$ cat src/rtl/fetch_queue.sv
// Fetch-to-decode decoupling queue: tags each word with AdEL ExcCode and
// branch-delay-slot flag. Define FQ_BYPASS_EN to forward into an empty queue.
module fetch_queue #(
    parameter int          DEPTH    = 2,
    parameter logic [31:0] PC_LO    = 32'h0000_3000,
    parameter logic [31:0] PC_HI    = 32'h0000_6FFC,
    parameter logic [4:0]  EXC_ADEL = 5'd4
) (
    input  logic        clk,
    input  logic        reset,
    input  logic        flush,
    input  logic        f_valid,
    input  logic [31:0] f_pc,
    input  logic [31:0] f_instr,
    output logic        f_ready,
    output logic        d_valid,
    input  logic        d_ready,
    output logic [31:0] d_pc,
    output logic [31:0] d_instr,
    output logic [4:0]  d_exccode,
    output logic        d_bd
);

    localparam int AW = $clog2(DEPTH);
    localparam int CW = AW + 1;
    localparam logic [CW-1:0] FULL_CNT = CW'(DEPTH);

    function automatic logic pc_illegal(input logic [31:0] pc);
        return (pc[1:0] != 2'b00) || (pc < PC_LO) || (pc > PC_HI);
    endfunction

    function automatic logic is_branch(input logic [31:0] instr);
        logic [5:0] op;
        logic [5:0] fn;
        logic       br;
        op = instr[31:26];
        fn = instr[5:0];
        case (op)
            6'h01, 6'h02, 6'h03, 6'h04,
            6'h05, 6'h06, 6'h07: br = 1'b1;
            6'h00:               br = (fn == 6'h08) || (fn == 6'h09);
            default:             br = 1'b0;
        endcase
        return br;
    endfunction

    logic [CW-1:0] count_q, count_d;
    logic [AW-1:0] wr_ptr_q, wr_ptr_d;
    logic [AW-1:0] rd_ptr_q, rd_ptr_d;
    logic          last_br_q, last_br_d;

    logic [31:0] pc_mem_q    [DEPTH];
    logic [31:0] instr_mem_q [DEPTH];
    logic [4:0]  exc_mem_q   [DEPTH];
    logic        bd_mem_q    [DEPTH];

    logic        in_adel_s;
    logic [31:0] in_instr_s;
    logic [4:0]  in_exc_s;
    logic        in_br_s;
    logic        full_s;
    logic        empty_s;
    logic        bypass_s;
    logic        enq_s;
    logic        deq_s;
    logic        store_s;

    // An illegal fetch address is replaced by a nop so it can never look like a branch.
    assign in_adel_s  = pc_illegal(f_pc);
    assign in_instr_s = in_adel_s ? 32'h0000_0000 : f_instr;
    assign in_exc_s   = in_adel_s ? EXC_ADEL : 5'd0;
    assign in_br_s    = is_branch(in_instr_s);

    assign full_s  = (count_q == FULL_CNT);
    assign empty_s = (count_q == {CW{1'b0}});

`ifdef FQ_BYPASS_EN
    assign bypass_s = empty_s && f_valid && !flush;
    assign f_ready  = !full_s || d_ready;
`else
    assign bypass_s = 1'b0;
    assign f_ready  = !full_s;
`endif

    assign d_valid = !empty_s || bypass_s;
    assign enq_s   = f_valid && f_ready && !flush;
    assign deq_s   = !empty_s && d_ready && !flush;
    // A bypassed word taken by decode in the same cycle never lands in storage.
    assign store_s = enq_s && !(bypass_s && d_ready);

    // Next-state for counters, pointers and branch history.
    always_comb begin
        count_d   = count_q;
        wr_ptr_d  = wr_ptr_q;
        rd_ptr_d  = rd_ptr_q;
        last_br_d = last_br_q;
        if (flush) begin
            count_d   = {CW{1'b0}};
            wr_ptr_d  = {AW{1'b0}};
            rd_ptr_d  = {AW{1'b0}};
            last_br_d = 1'b0;
        end else begin
            if (store_s && !deq_s) begin
                count_d = count_q + CW'(1);
            end else if (!store_s && deq_s) begin
                count_d = count_q - CW'(1);
            end else begin
                count_d = count_q;
            end
            if (store_s) begin
                wr_ptr_d = wr_ptr_q + AW'(1);
            end else begin
                wr_ptr_d = wr_ptr_q;
            end
            if (deq_s) begin
                rd_ptr_d = rd_ptr_q + AW'(1);
            end else begin
                rd_ptr_d = rd_ptr_q;
            end
            if (enq_s) begin
                last_br_d = in_br_s;
            end else begin
                last_br_d = last_br_q;
            end
        end
    end

    // Control state register with synchronous reset.
    always_ff @(posedge clk) begin
        if (reset) begin
            count_q   <= {CW{1'b0}};
            wr_ptr_q  <= {AW{1'b0}};
            rd_ptr_q  <= {AW{1'b0}};
            last_br_q <= 1'b0;
        end else begin
            count_q   <= count_d;
            wr_ptr_q  <= wr_ptr_d;
            rd_ptr_q  <= rd_ptr_d;
            last_br_q <= last_br_d;
        end
    end

    // Entry storage; only validity is cleared by reset or flush.
    always_ff @(posedge clk) begin
        if (store_s) begin
            pc_mem_q[wr_ptr_q]    <= f_pc;
            instr_mem_q[wr_ptr_q] <= in_instr_s;
            exc_mem_q[wr_ptr_q]   <= in_exc_s;
            bd_mem_q[wr_ptr_q]    <= last_br_q;
        end
    end

    // Head presentation, zeroed whenever nothing valid is offered.
    always_comb begin
        d_pc      = 32'h0000_0000;
        d_instr   = 32'h0000_0000;
        d_exccode = 5'd0;
        d_bd      = 1'b0;
        if (bypass_s) begin
            d_pc      = f_pc;
            d_instr   = in_instr_s;
            d_exccode = in_exc_s;
            d_bd      = last_br_q;
        end else if (!empty_s) begin
            d_pc      = pc_mem_q[rd_ptr_q];
            d_instr   = instr_mem_q[rd_ptr_q];
            d_exccode = exc_mem_q[rd_ptr_q];
            d_bd      = bd_mem_q[rd_ptr_q];
        end else begin
            d_pc      = 32'h0000_0000;
            d_instr   = 32'h0000_0000;
            d_exccode = 5'd0;
            d_bd      = 1'b0;
        end
    end

endmodule

$ cat config.mk
export PLATFORM = sky130hd
export DESIGN_NAME = fetch_queue
export DESIGN_NICKNAME = d
export VERILOG_FILES = /design/src/rtl/fetch_queue.sv
export SDC_FILE = /design/constraint.sdc
export NUM_CORES = 1
export LEC_CHECK = 0
export ABC_CLOCK_PERIOD_IN_PS = 6500
export CAP_MARGIN = 5
export CORE_ASPECT_RATIO = 0.9
export CORE_UTILIZATION = 32
export CTS_CLUSTER_SIZE = 40
export DETAILED_ROUTE_END_ITERATION = 8
export GPL_ROUTABILITY_DRIVEN = 0
export PLACE_DENSITY = 0.68
export RECOVER_POWER = 100
export SYNTH_ARGS = -nofsm -noshare
export SYNTH_HDL_FRONTEND = slang
export SYNTH_SLANG_ARGS = --single-unit
$ cat constraint.sdc
create_clock -name clk -period 6.5 [get_ports clk]
set_input_delay 1.625 -clock clk [delete_from_list [all_inputs] [get_ports clk]]
set_output_delay 1.625 -clock clk [all_outputs]
set_load 0.02 [all_outputs]
# After elaboration in Yosys (flattened, before gate mapping)
# Memories as Yosys holds them, arrays and structs flattened. A register that Yosys moved wholly into a read port is not among the register bits.
# Index checks and enable logic that the tools add are counted.
# word_totals
ram_bits,136
memories,4
inputBits,69
reg_bits,5
# mem_list
memory,depth,word_bits,rd,rd_clocked_by_memory_dff,wr,line,source
instr_mem_q,2,32,1,1,1,53,logic [31:0] instr_mem_q [DEPTH];
pc_mem_q,2,32,1,1,1,52,logic [31:0] pc_mem_q [DEPTH];
exc_mem_q,2,3,1,1,1,54,logic [4:0] exc_mem_q [DEPTH];
bd_mem_q,2,1,1,1,1,55,logic bd_mem_q [DEPTH];
# classes
add_sub_neg,4
n_lt_le_gt_ge,2
eq_ne,10
mux,19
n_reduce_logical,20
# ops
op,count
2-to-1 mux 32 bit,3
"greater-than comparator 32 x 15 -> 1 bit, second input constant",1
"< comparator 32 x 14 -> 1 bit, second input constant",1
"== test 6 x 3 -> 1 bit, second input constant",4
"== test 6 x 2 -> 1 bit, second input constant",2
"== test 6 x 4 -> 1 bit, second input constant",2
2-to-1 mux 1 bit,11
OR reduction 7 bit,1
"== test 6 x 1 -> 1 bit, second input constant",1
logical AND 1 bit,6
zero test 6 bit,1
zero test 1 bit,5
2-to-1 mux 5 bit,1
2-to-1 mux 2 bit,2
nonzero test 2 bit,2
logical OR 1 bit,3
2-to-1 mux 3 bit,1
"adder 1 bit, second input constant",2
"adder 2 x 1 -> 2 bit, second input constant",1
"== test 2 bit, second input constant",1
zero test 2 bit,1
case mux 1 bit (2 select lines),1
OR reduction 2 bit,1
"subtractor 2 x 1 -> 2 bit, second input constant",1

# Longest topological paths before layout
# Gate-level depths: netlist of run 1.
# logic_depth
word_depth,8
depth_mapped,6
ltp_nobuf,6

# Worst setup path after synthesis of run 1
# No wires, ideal clock.
# synth_timing
path_kind,input to register
start,in flush
end,"mem bd_mem_q[1], enable pin"
path_stages,3
t_arrival_ns,3.494
required_time_ns,6.069
setup_ns,0.431
slack_ns,2.575
path_cell_list,nand2b_1 > nor2_1 > and2_1
# synth_between
elab_chain_cells,4
# synth_lines
item,line,source
start: declaration,11,"input logic flush,"
zero test 1 bit,86,assign enq_s = f_valid && f_ready && !flush;
logical AND 1 bit,86,
named net enq_s,64,logic enq_s;
2-to-1 mux 1 bit,145,if (store_s) begin
2-to-1 mux 1 bit (implied by the code),149,bd_mem_q[wr_ptr_q] <= last_br_q;
end: declaration,55,
# The timed path passes the listed nets, and every way through them passes these cells.

# Worst setup path after layout of run 1
# layout_timing
start,in flush
end,"mem pc_mem_q[0][28], enable pin"
# layout_between
elab_chain_cells,4
# layout_lines
item,line,source
zero test 1 bit,86,
logical AND 1 bit,86,
2-to-1 mux 1 bit,145,
2-to-1 mux 1 bit (implied by the code),146,pc_mem_q[wr_ptr_q] <= f_pc;
end: declaration,52,
# No other way between the ends.

==> results.sh, run 1 <==
export IMPL_netlist_top_cells_area="edfxtp_1 70%, mux2i_1 12%, nor2_1 4.8%, nor3_1 3.0%, inv_1 2.3%"
export IMPL_holdPathEnd="bd_mem_q[1]"
export IMPL_ioPinCount=141
export IMPL_synth_seq_cells=138
export IMPL_cts_htree_levels=4
export IMPL_setup_total_negative_slack_ns=0
export IMPL_dr_total_vias=3507
export IMPL_cts_resized_gates=0
export IMPL_worst_skew_pair_late_latency_ns=0.41
export IMPL_clk_pin_slew_ns=0.05
export IMPL_synth_flop_cell="edfxtp_1"
export IMPL_status="finished with violations"
export IMPL_timing_fmax_mhz=197
export IMPL_critPathCaptureType="flip-flop"
export IMPL_most_used_standard_cell_by_instance_count_after_synthesis="edfxtp_1"
export IMPL_layout_area_overhead_vs_synth_pct=37.3
export IMPL_dpl_hpwl_mm=7.42
export IMPL_synth_simple_gate_area_share_pct=9.84
export IMPL_finalCriticalPeriod_ns=5.07
export IMPL_worst_setup_start_kind="input pin"
export IMPL_period_share_pct=78.0
export IMPL_via_count_of_the_first_global_routing_pass=3583
export IMPL_die_w_um=142
export IMPL_failing_checks="capacitance limit, slew limit"
export IMPL_floorplan_die_area_mm2=0.0183
export IMPL_synthXorXnorAreaFrac_pct=0.462
export IMPL_drt_antenna_violating_nets=0
export IMPL_preCtsSetupSlack_ns=2.27
export IMPL_hold_buffer_count_at_cts=0
export IMPL_detail_route_iter0_violations=207
export IMPL_path_class="in2reg"
export IMPL_fin_worst_skew_ns=0.00714
export IMPL_routed_wirelength_mm=11.6
export IMPL_routedWlPerCell_um=14.7
export IMPL_placement_rows=45
export IMPL_clock_tree_buffer_depth=2
export IMPL_timing_rr_end="pc_mem_q[0][28]"
export IMPL_synth_top_family_by_area="multiplexers"
export IMPL_place_port_buffers=136
export IMPL_grt_start_max_net_pins=67
export IMPL_chipHeight_um=128
export IMPL_numClockSinks=138
export IMPL_grt_antenna_before_repair=1
export IMPL_synth_area_mm2=0.00568
export IMPL_hold_crit_class="reg2reg"
export IMPL_ir_worst_vdd_v=0.000173
export IMPL_post_synthesis_compound_gate_area_fraction_pct=1.23
export IMPL_r2r_setup_slk_ns=2.80
export IMPL_min_path_cells=0
export IMPL_power_density_cell_area_mw_per_mm2=267
export IMPL_synthesis_area_per_instance_um2=14.2
export IMPL_post_route_drc_count=0
export IMPL_via_per_inst=4.47
export IMPL_synth_cell_type_count=30
export IMPL_post_route_worst_setup_slack_ns=1.43
export IMPL_yosysTopAreaCell="edfxtp_1"
export IMPL_setup_fix_bufs_post_cts=0
export IMPL_synthCells=401
export IMPL_track_usage_pct=13.1
export IMPL_yosys_warnings=0
export IMPL_rsz0062_at_grt="false"
export IMPL_initial_util_pct=33.2
export IMPL_number_of_enable_type_register_cells_in_the_synthesized_netlist=132
export IMPL_synth_seq_area_share_pct=71.8
export IMPL_timing_final_hold_violations=0
export IMPL_final_max_slew_violation_count=179
export IMPL_worstReg2RegStart="count_q[0]"
export IMPL_netlist_area_leader_share_pct=69.7
export IMPL_power_static_leakage_nw=2.69
export IMPL_drtPass1Iterations=6
export IMPL_ctsRootBufferMaster="clkbuf_16"
export IMPL_numCtsBuffers=17
export IMPL_global_route_wire_length_before_repair_mm=17.7
export IMPL_synth_mux_area_share_pct=11.6
export IMPL_adder_cell_fraction_of_synth_area_pct=0.220
export IMPL_timing_critical_path_required_ns=6.52
export IMPL_layout_nets=606
export IMPL_cts_tree="built"
export IMPL_core_area_mm2=0.0171
export IMPL_async_reset_ff_share_pct=0
export IMPL_grt_remaining_overflow=0
export IMPL_design_power_total_mw=2.08
export IMPL_report_final_setup_viol=0
export IMPL_max_cap_violations=3
export IMPL_worstPathArrival_ns=5.09
export IMPL_hp_start="last_br_q"
export IMPL_synth_top_cells_by_count="132 x edfxtp_1, 72 x nor2_1, 66 x mux2i_1"
export IMPL_post_route_cells_drive_above_1_share_pct=7.10
export IMPL_worst_r2r_path_depth=4
export IMPL_slew_limit_headroom_pct=-113
export IMPL_critical_path_max_fanout=44
export IMPL_tightest_slew_ns=3.19
cells in the final DEF (no fill, tap or decap), types with 2 or more instances in the layout:
cell type,count
nor4_2,2
dfxtp_1,5
edfxtp_1,132
o21ai_0,3
clkinvlp_4,3
conb_1,4
dlygate4sd3_1,99
or2_2,3
mux2i_1,66
inv_1,35
a21oi_1,2
nor3_1,34
nor4_1,2
nor2_1,71
or3_1,2
clkdlybuf4s50_1,37
bufinv_16,2
clkinv_1,2
xor2_1,3
clkinv_2,7
clkbuf_16,17
how the worst max path moves through the flow:
stage,start,endpoint,slack (ns),depth (start not counted)
final,flush,pc_mem_q[0][28],1.43,5
after floorplan,flush,bd_mem_q[1],2.57,3
after CTS,flip-flop,d_instr[10],2.19,3
after global placement,flush,pc_mem_q[0][10],2.33,5
after global routing,flush,pc_mem_q[0][18],1.07,5
after detailed placement,flush,pc_mem_q[0][3],2.27,5
cells by family (layout without fill, tap and decap cells):
| group | Yosys count | in the layout |
|---|---|---|
| flip-flops | 138 | 138 |
| AND/OR/NAND/NOR | 122 | 122 |
| multiplexers | 66 | 66 |
| buffers and inverters | 60 | 205 |
| AO/OA/AOI/OAI | 10 | 10 |
| XOR/XNOR | 3 | 3 |
| adder cells (fa/ha/maj) | 1 | 1 |
| other | 1 | 5 |
worst max-delay path, cell delays in order:
cell and delay (ns):
dlygate4sd3_1 0.58, nand2b_1 0.22, or3_1 0.34, inv_1 1.27, clkbuf_1 1.04
metal layers:
metal / routed length [um] / part of all wire (%) / GRT usage [%] / vias to the layer above
met5: 0 / 0 / 0 / -
met4: 94 / 0.81 / 4.93 / 0
li1: - / - / - / 1696
met1: 5030 / 44 / 15.3 / 1685
met3: 791 / 6.8 / 4.80 / 13
met2: 5640 / 49 / 22.1 / 113
stage by stage:
stage | cell area (um^2) | std cells | hold slack, ns | util, %
after floorplan | 5700 | 404 | 0.426 | -
after global placement | 7260 | 752 | 0.468 | 42.4
after detailed placement | 7260 | 752 | 0.470 | 42.4
after CTS | 7820 | 784 | 0.484 | 45.7
after global routing | 7800 | 785 | 0.491 | 45.6
final | 7800 | 785 | 0.474 | 45.6
power breakdown:
group	total [mW]	switching, mW	internal [mW]
clock	0.898	0.343	0.555
combinational	0.178	0.0948	0.0829
sequential	1.01	0.0108	0.999
sequential cells by signal, indices dropped and copies added, names as in the netlist, named ones only:
signal and cells:
exc_mem_q 2, rd_ptr_q 1, last_br_q 1, instr_mem_q 64, pc_mem_q 64, wr_ptr_q 1, count_q 2, bd_mem_q 2
cell type report:
type	count	area [um^2]
Fill cell	1518	9310
Clock buffer	17	425
Tap cell	235	294
Clock inverter	15	134
Sequential cell	138	4090
Multi-Input combinational cell	206	1360
Inverter	35	131
Timing Repair Buffer	138	1370
Antenna cell	1	2.50
Note: power is estimated with default switching activity, not from simulation.
==> inputs of run 2 (changes only) <==
--- a/config.mk
+++ b/config.mk
@@ -5,7 +5,7 @@
 export SDC_FILE = /design/constraint.sdc
 export NUM_CORES = 1
 export LEC_CHECK = 0
-export ABC_CLOCK_PERIOD_IN_PS = 6500
+export ABC_CLOCK_PERIOD_IN_PS = 4700
 export CAP_MARGIN = 5
 export CORE_ASPECT_RATIO = 0.9
 export CORE_UTILIZATION = 32
==> constraint.sdc (replaced) <==
create_clock -name clk -period 4.7 [get_ports clk]
set_input_delay 1.175 -clock clk [delete_from_list [all_inputs] [get_ports clk]]
set_output_delay 1.175 -clock clk [all_outputs]
set_load 0.02 [all_outputs]
==> run 2 against run 1 <==
The flow still finishes with violations (capacitance limit, slew limit). Critical path type is now reg2out. Wire length is 5.2% higher. Worst hold slack improved by 0.0038 ns. Setup slack worse by 0.64 ns. Clock power up 65%. Power increased by 50%. Flip-flop and latch count did not move. Sequential share of layout area shrank 0.85 points. Die area did not move.
==> results.sh, run 2 (synthesis results as in run 1) <==
export IMPL_numClockSinks=138
export IMPL_slew_limit_headroom_pct=-12.6
export IMPL_fin_worst_skew_ns=0.00814
export IMPL_placement_rows=45
export IMPL_setup_fix_bufs_post_cts=0
export IMPL_timing_final_hold_violations=0
export IMPL_power_density_cell_area_mw_per_mm2=393
export IMPL_via_count_of_the_first_global_routing_pass=3709
export IMPL_track_usage_pct=13.9
export IMPL_post_route_drc_count=0
export IMPL_max_cap_violations=2
export IMPL_ioPinCount=141
export IMPL_path_class="reg2out"
export IMPL_grt_start_max_net_pins=67
export IMPL_layout_commonest_cell="edfxtp_1"
export IMPL_design_power_total_mw=3.12
export IMPL_worst_skew_pair_late_latency_ns=0.42
export IMPL_rsz0062_at_grt="false"
export IMPL_cts_resized_gates=0
export IMPL_grt_remaining_overflow=0
export IMPL_most_common_layout_cells="132 x edfxtp_1, 98 x dlygate4sd3_1, 71 x nor2_1, 66 x mux2i_1, 38 x clkdlybuf4s50_1"
export IMPL_worst_setup_start_kind="flip-flop"
export IMPL_status="finished with violations"
export IMPL_largestRegisters="instr_mem_q x64, pc_mem_q x64"
export IMPL_final_cells=789
export IMPL_routedWlPerCell_um=15.4
export IMPL_detail_route_iter0_violations=173
export IMPL_ir_worst_vdd_v=0.000233
export IMPL_sum_of_buffers_and_inverters_on_the_critical_path=2
export IMPL_clk_pin_slew_ns=0.05
export IMPL_routed_wirelength_mm=12.2
export IMPL_path_cells="clkbuf_1, mux2i_1, nor2_1, dlygate4sd3_1"
export IMPL_critPathCaptureType="output port"
export IMPL_timing_critical_path_required_ns=3.52
export IMPL_failing_checks="capacitance limit, slew limit"
export IMPL_dpl_hpwl_mm=7.46
export IMPL_timing_fmax_mhz=256
export IMPL_hold_buffer_count_at_cts=0
export IMPL_numPlacedInstances=755
export IMPL_post_route_cells_drive_above_1_share_pct=7.25
export IMPL_setup_total_negative_slack_ns=0
export IMPL_layout_nets=609
export IMPL_period_share_pct=83.2
export IMPL_via_per_inst=4.48
export IMPL_core_area_mm2=0.0171
export IMPL_dr_total_vias=3537
export IMPL_tightest_slew_ns=1.69
export IMPL_clock_tree_buffer_depth=2
export IMPL_finalCriticalPeriod_ns=3.91
export IMPL_layout_area_overhead_vs_synth_pct=39.7
export IMPL_ctsRootBufferMaster="clkbuf_16"
export IMPL_finish_utilization_pct=46.4
export IMPL_die_w_um=142
export IMPL_worst_path_dominant_cell_family="flip-flops"
export IMPL_global_route_wire_length_before_repair_mm=18.8
export IMPL_worst_path_largest_cell_delay_ns=1.10
export IMPL_final_max_slew_violation_count=102
export IMPL_cts_htree_levels=4
export IMPL_crit_slowest_cell="dfxtp_4"
export IMPL_place_port_buffers=136
export IMPL_cts_tree="built"
export IMPL_preCtsSetupSlack_ns=1.08
export IMPL_report_final_setup_viol=0
export IMPL_post_route_worst_setup_slack_ns=0.788
export IMPL_chipHeight_um=128
export IMPL_grt_antenna_before_repair=1
export IMPL_hold_crit_class="reg2reg"
export IMPL_initial_util_pct=33.2
export IMPL_numCtsBuffers=17
export IMPL_drt_antenna_violating_nets=0
export IMPL_critical_path_max_fanout=63
export IMPL_power_static_leakage_nw=2.75
export IMPL_floorplan_die_area_mm2=0.0183
export IMPL_drtPass1Iterations=4
export IMPL_worstPathArrival_ns=2.74
run 2: cell count changes in the layout (fill, tap and decap cells not counted), moves of 2 or more:
cell,before,now
clkinv_2,7,2
clkinvlp_4,3,1
clkbuf_1,1,3
bufinv_16,2,6
run 2: worst paths after layout:
kind / startpoint / slack [ns] / cells after the start / to
min: last_br_q / 0.48 / 0 / bd_mem_q[1]
min reg2reg: last_br_q / 0.48 / 0 / bd_mem_q[1]
max: flip-flop / 0.79 / 4 / d_pc[3]
max reg2reg: count_q[0] / 2.07 / 4 / instr_mem_q[0][28]
run 2: cell type report:
type / instances / area (um^2)
Antenna cell: 2 / 5.00
Clock buffer: 18 / 429
Clock inverter: 14 / 226
Fill cell: 1535 / 9180
Inverter: 35 / 131
Multi-Input combinational cell: 206 / 1360
Sequential cell: 138 / 4090
Tap cell: 235 / 294
Timing Repair Buffer: 141 / 1400
run 2: metal layers:
metal / share of wire [%] / track usage [%] / wire length [um]
met1: 45 / 16.4 / 5450
met2: 48 / 23.4 / 5880
met3: 6.1 / 5.21 / 745
met4: 0.67 / 4.74 / 82
met5: 0 / 0 / 0
run 2: stage by stage:
stage	hold WS, ns	cell area (um^2)
final	0.478	7940
after CTS	0.478	7950
after global placement	0.466	7290
after detailed placement	0.464	7290
after global routing	0.508	7940
after floorplan	0.426	5700
run 2: where the power goes:
group | leakage (nW) | switching [mW] | internal, mW
logic | 1.24 | 0.133 | 0.117
clock network | 0.316 | 0.491 | 0.988
registers | 1.19 | 0.0149 | 1.38
==> inputs of run 3 (changes only) <==
--- a/config.mk
+++ b/config.mk
@@ -5,7 +5,7 @@
 export SDC_FILE = /design/constraint.sdc
 export NUM_CORES = 1
 export LEC_CHECK = 0
-export ABC_CLOCK_PERIOD_IN_PS = 4700
+export ABC_CLOCK_PERIOD_IN_PS = 3900
 export CAP_MARGIN = 5
 export CORE_ASPECT_RATIO = 0.9
 export CORE_UTILIZATION = 32
==> constraint.sdc (replaced) <==
create_clock -name clk -period 3.9 [get_ports clk]
set_input_delay 0.975 -clock clk [delete_from_list [all_inputs] [get_ports clk]]
set_output_delay 0.975 -clock clk [all_outputs]
set_load 0.02 [all_outputs]
==> run 3 against run 2 <==
The flow still finishes with violations (capacitance limit, slew limit). Register-to-register slack worse by 0.81 ns. Wire length down 2.4%. Cell count grew 0.13%. Clock power rose by 3%. Non-clock buffer count up 3. Worst hold slack improved by 0.018 ns. Die area unchanged. Largest cell class unchanged. Flip-flop and latch count stayed put. Clock skew barely moved. Largest power group is now sequential cells. Critical path type unchanged. Critical path depth did not move. Cell area fell by 0.99%. Utilization shrank 0.46 points.
==> results.sh, run 3 (synthesis results as in run 1) <==
export IMPL_ctsRootBufferMaster="clkbuf_16"
export IMPL_cts_htree_levels=4
export IMPL_timing_final_hold_violations=0
export IMPL_routedWlPerCell_um=15.0
export IMPL_worstPathArrival_ns=2.53
export IMPL_drtPass1Iterations=4
export IMPL_routed_wirelength_mm=11.9
export IMPL_ir_worst_vdd_v=0.000292
export IMPL_placement_rows=45
export IMPL_via_count_of_the_first_global_routing_pass=3659
export IMPL_power_combinational_fraction_pct=8.7
export IMPL_tightest_slew_ns=1.56
export IMPL_hold_buffer_count_at_cts=0
export IMPL_numCtsBuffers=17
export IMPL_track_usage_pct=13.7
export IMPL_cts_tree="built"
export IMPL_final_area_mm2=0.00786
export IMPL_status="finished with violations"
export IMPL_dr_total_vias=3583
export IMPL_dpl_hpwl_mm=7.81
export IMPL_max_cap_violations=2
export IMPL_grt_antenna_before_repair=0
export IMPL_grt_start_max_net_pins=41
export IMPL_fin_worst_skew_ns=0.00795
export IMPL_switchingPower_mw=0.764
export IMPL_global_route_wire_length_before_repair_mm=18.6
export IMPL_report_final_setup_viol=0
export IMPL_most_common_layout_cells="132 x edfxtp_1, 79 x dlygate4sd3_1, 71 x nor2_1, 66 x mux2i_1, 57 x clkdlybuf4s50_1"
export IMPL_core_area_mm2=0.0171
export IMPL_post_route_drc_count=0
export IMPL_clk_pin_slew_ns=0.06
export IMPL_grt_remaining_overflow=0
export IMPL_post_route_cells_drive_above_1_share_pct=7.93
export IMPL_hp_start="last_br_q"
export IMPL_timing_critical_path_required_ns=2.92
export IMPL_numClockSinks=138
export IMPL_worstReg2RegStart="count_q[0]"
export IMPL_slew_limit_headroom_pct=-4.14
export IMPL_worst_setup_start_kind="flip-flop"
export IMPL_period_share_pct=89.8
export IMPL_failing_checks="capacitance limit, slew limit"
export IMPL_worst_skew_pair_late_latency_ns=0.41
export IMPL_clock_tree_buffer_depth=2
export IMPL_setup_total_negative_slack_ns=0
export IMPL_timing_fmax_mhz=286
export IMPL_floorplan_die_area_mm2=0.0183
export IMPL_place_port_buffers=136
export IMPL_layout_area_overhead_vs_synth_pct=38.3
export IMPL_antenna_cells=0
export IMPL_chipHeight_um=128
export IMPL_placed_cell_area_mm2=0.00733
export IMPL_via_per_inst=4.54
export IMPL_drt_antenna_violating_nets=0
export IMPL_initial_util_pct=33.2
export IMPL_ioPinCount=141
export IMPL_power_density_cell_area_mw_per_mm2=446
export IMPL_power_static_leakage_nw=2.66
export IMPL_sequentialPowerShare_pct=47.9
export IMPL_critPathCaptureType="output port"
export IMPL_path_class="reg2out"
export IMPL_power_share_switching_pct=21.8
export IMPL_largestRegisters="instr_mem_q x64, pc_mem_q x64"
export IMPL_rsz0062_at_grt="false"
export IMPL_cts_resized_gates=0
export IMPL_hold_crit_class="reg2reg"
export IMPL_p_clk_share_pct=43.4
export IMPL_critical_path_max_fanout=20
export IMPL_finalCriticalPeriod_ns=3.50
export IMPL_setup_fix_bufs_post_cts=0
export IMPL_final_max_slew_violation_count=65
export IMPL_detail_route_iter0_violations=207
export IMPL_layout_commonest_cell="edfxtp_1"
export IMPL_internal_power_mw=2.74
export IMPL_die_w_um=142
export IMPL_layout_nets=612
==> run 3: worst paths after layout <==
check	end	slack, ns	cells past startpoint
worst min-delay path	bd_mem_q[1]	0.50	0
worst max register to register	instr_mem_q[1][1]	1.26	4
worst min register to register	bd_mem_q[1]	0.50	0
worst max-delay path	d_pc[23]	0.40	4
==> run 3: layout make-up <==
cell class	count	area [um^2]
Clock buffer	19	433
Clock inverter	13	128
Fill cell	1598	9260
Inverter	35	131
Multi-Input combinational cell	206	1350
Sequential cell	138	4090
Tap cell	235	294
Timing Repair Buffer	144	1440
==> run 3: power by group through the flow <==
| stage | sequential (mW) | combinational (mW) | clock, mW |
|---|---|---|---|
| final | 1.68 | 0.306 | 1.52 |
| after global routing | 1.68 | 0.333 | 1.62 |
| after CTS | 1.67 | 0.331 | 1.55 |
| after detailed placement | 1.71 | 0.329 | 0 |
| after global placement | 1.70 | 0.325 | 0 |
| after floorplan | 1.70 | 0.151 | 0 |
==> run 3: stage by stage <==
step / power (mW) / setup slack, ns / util (%) / std cells / hold WS (ns)
after global placement: 2.03 / 0.837 / 42.8 / 758 / 0.473
after CTS: 3.56 / 0.619 / 46.1 / 790 / 0.508
after floorplan: 1.85 / 0.625 / - / 404 / 0.426
final: 3.50 / 0.398 / 45.9 / 790 / 0.496
after detailed placement: 2.03 / 0.709 / 42.8 / 758 / 0.490
after global routing: 3.63 / 0.263 / 45.9 / 790 / 0.516
==> run 3: metal layers <==
metal	global-route usage [%]	vias to the layer above	part of all wire [%]
met5	0	-	0
met4	5.12	0	0.62
met3	4.76	5	5.1
met2	22.4	101	49
met1	16.6	1760	46
li1	-	1717	-
==> run 3: critical path, stage by stage, from the launching register on <==
cell           delay [ns]
dfxtp_2              0.69
buf_4                0.44
mux2i_1              0.23
nor2_1               0.05
dlygate4sd3_1        0.68
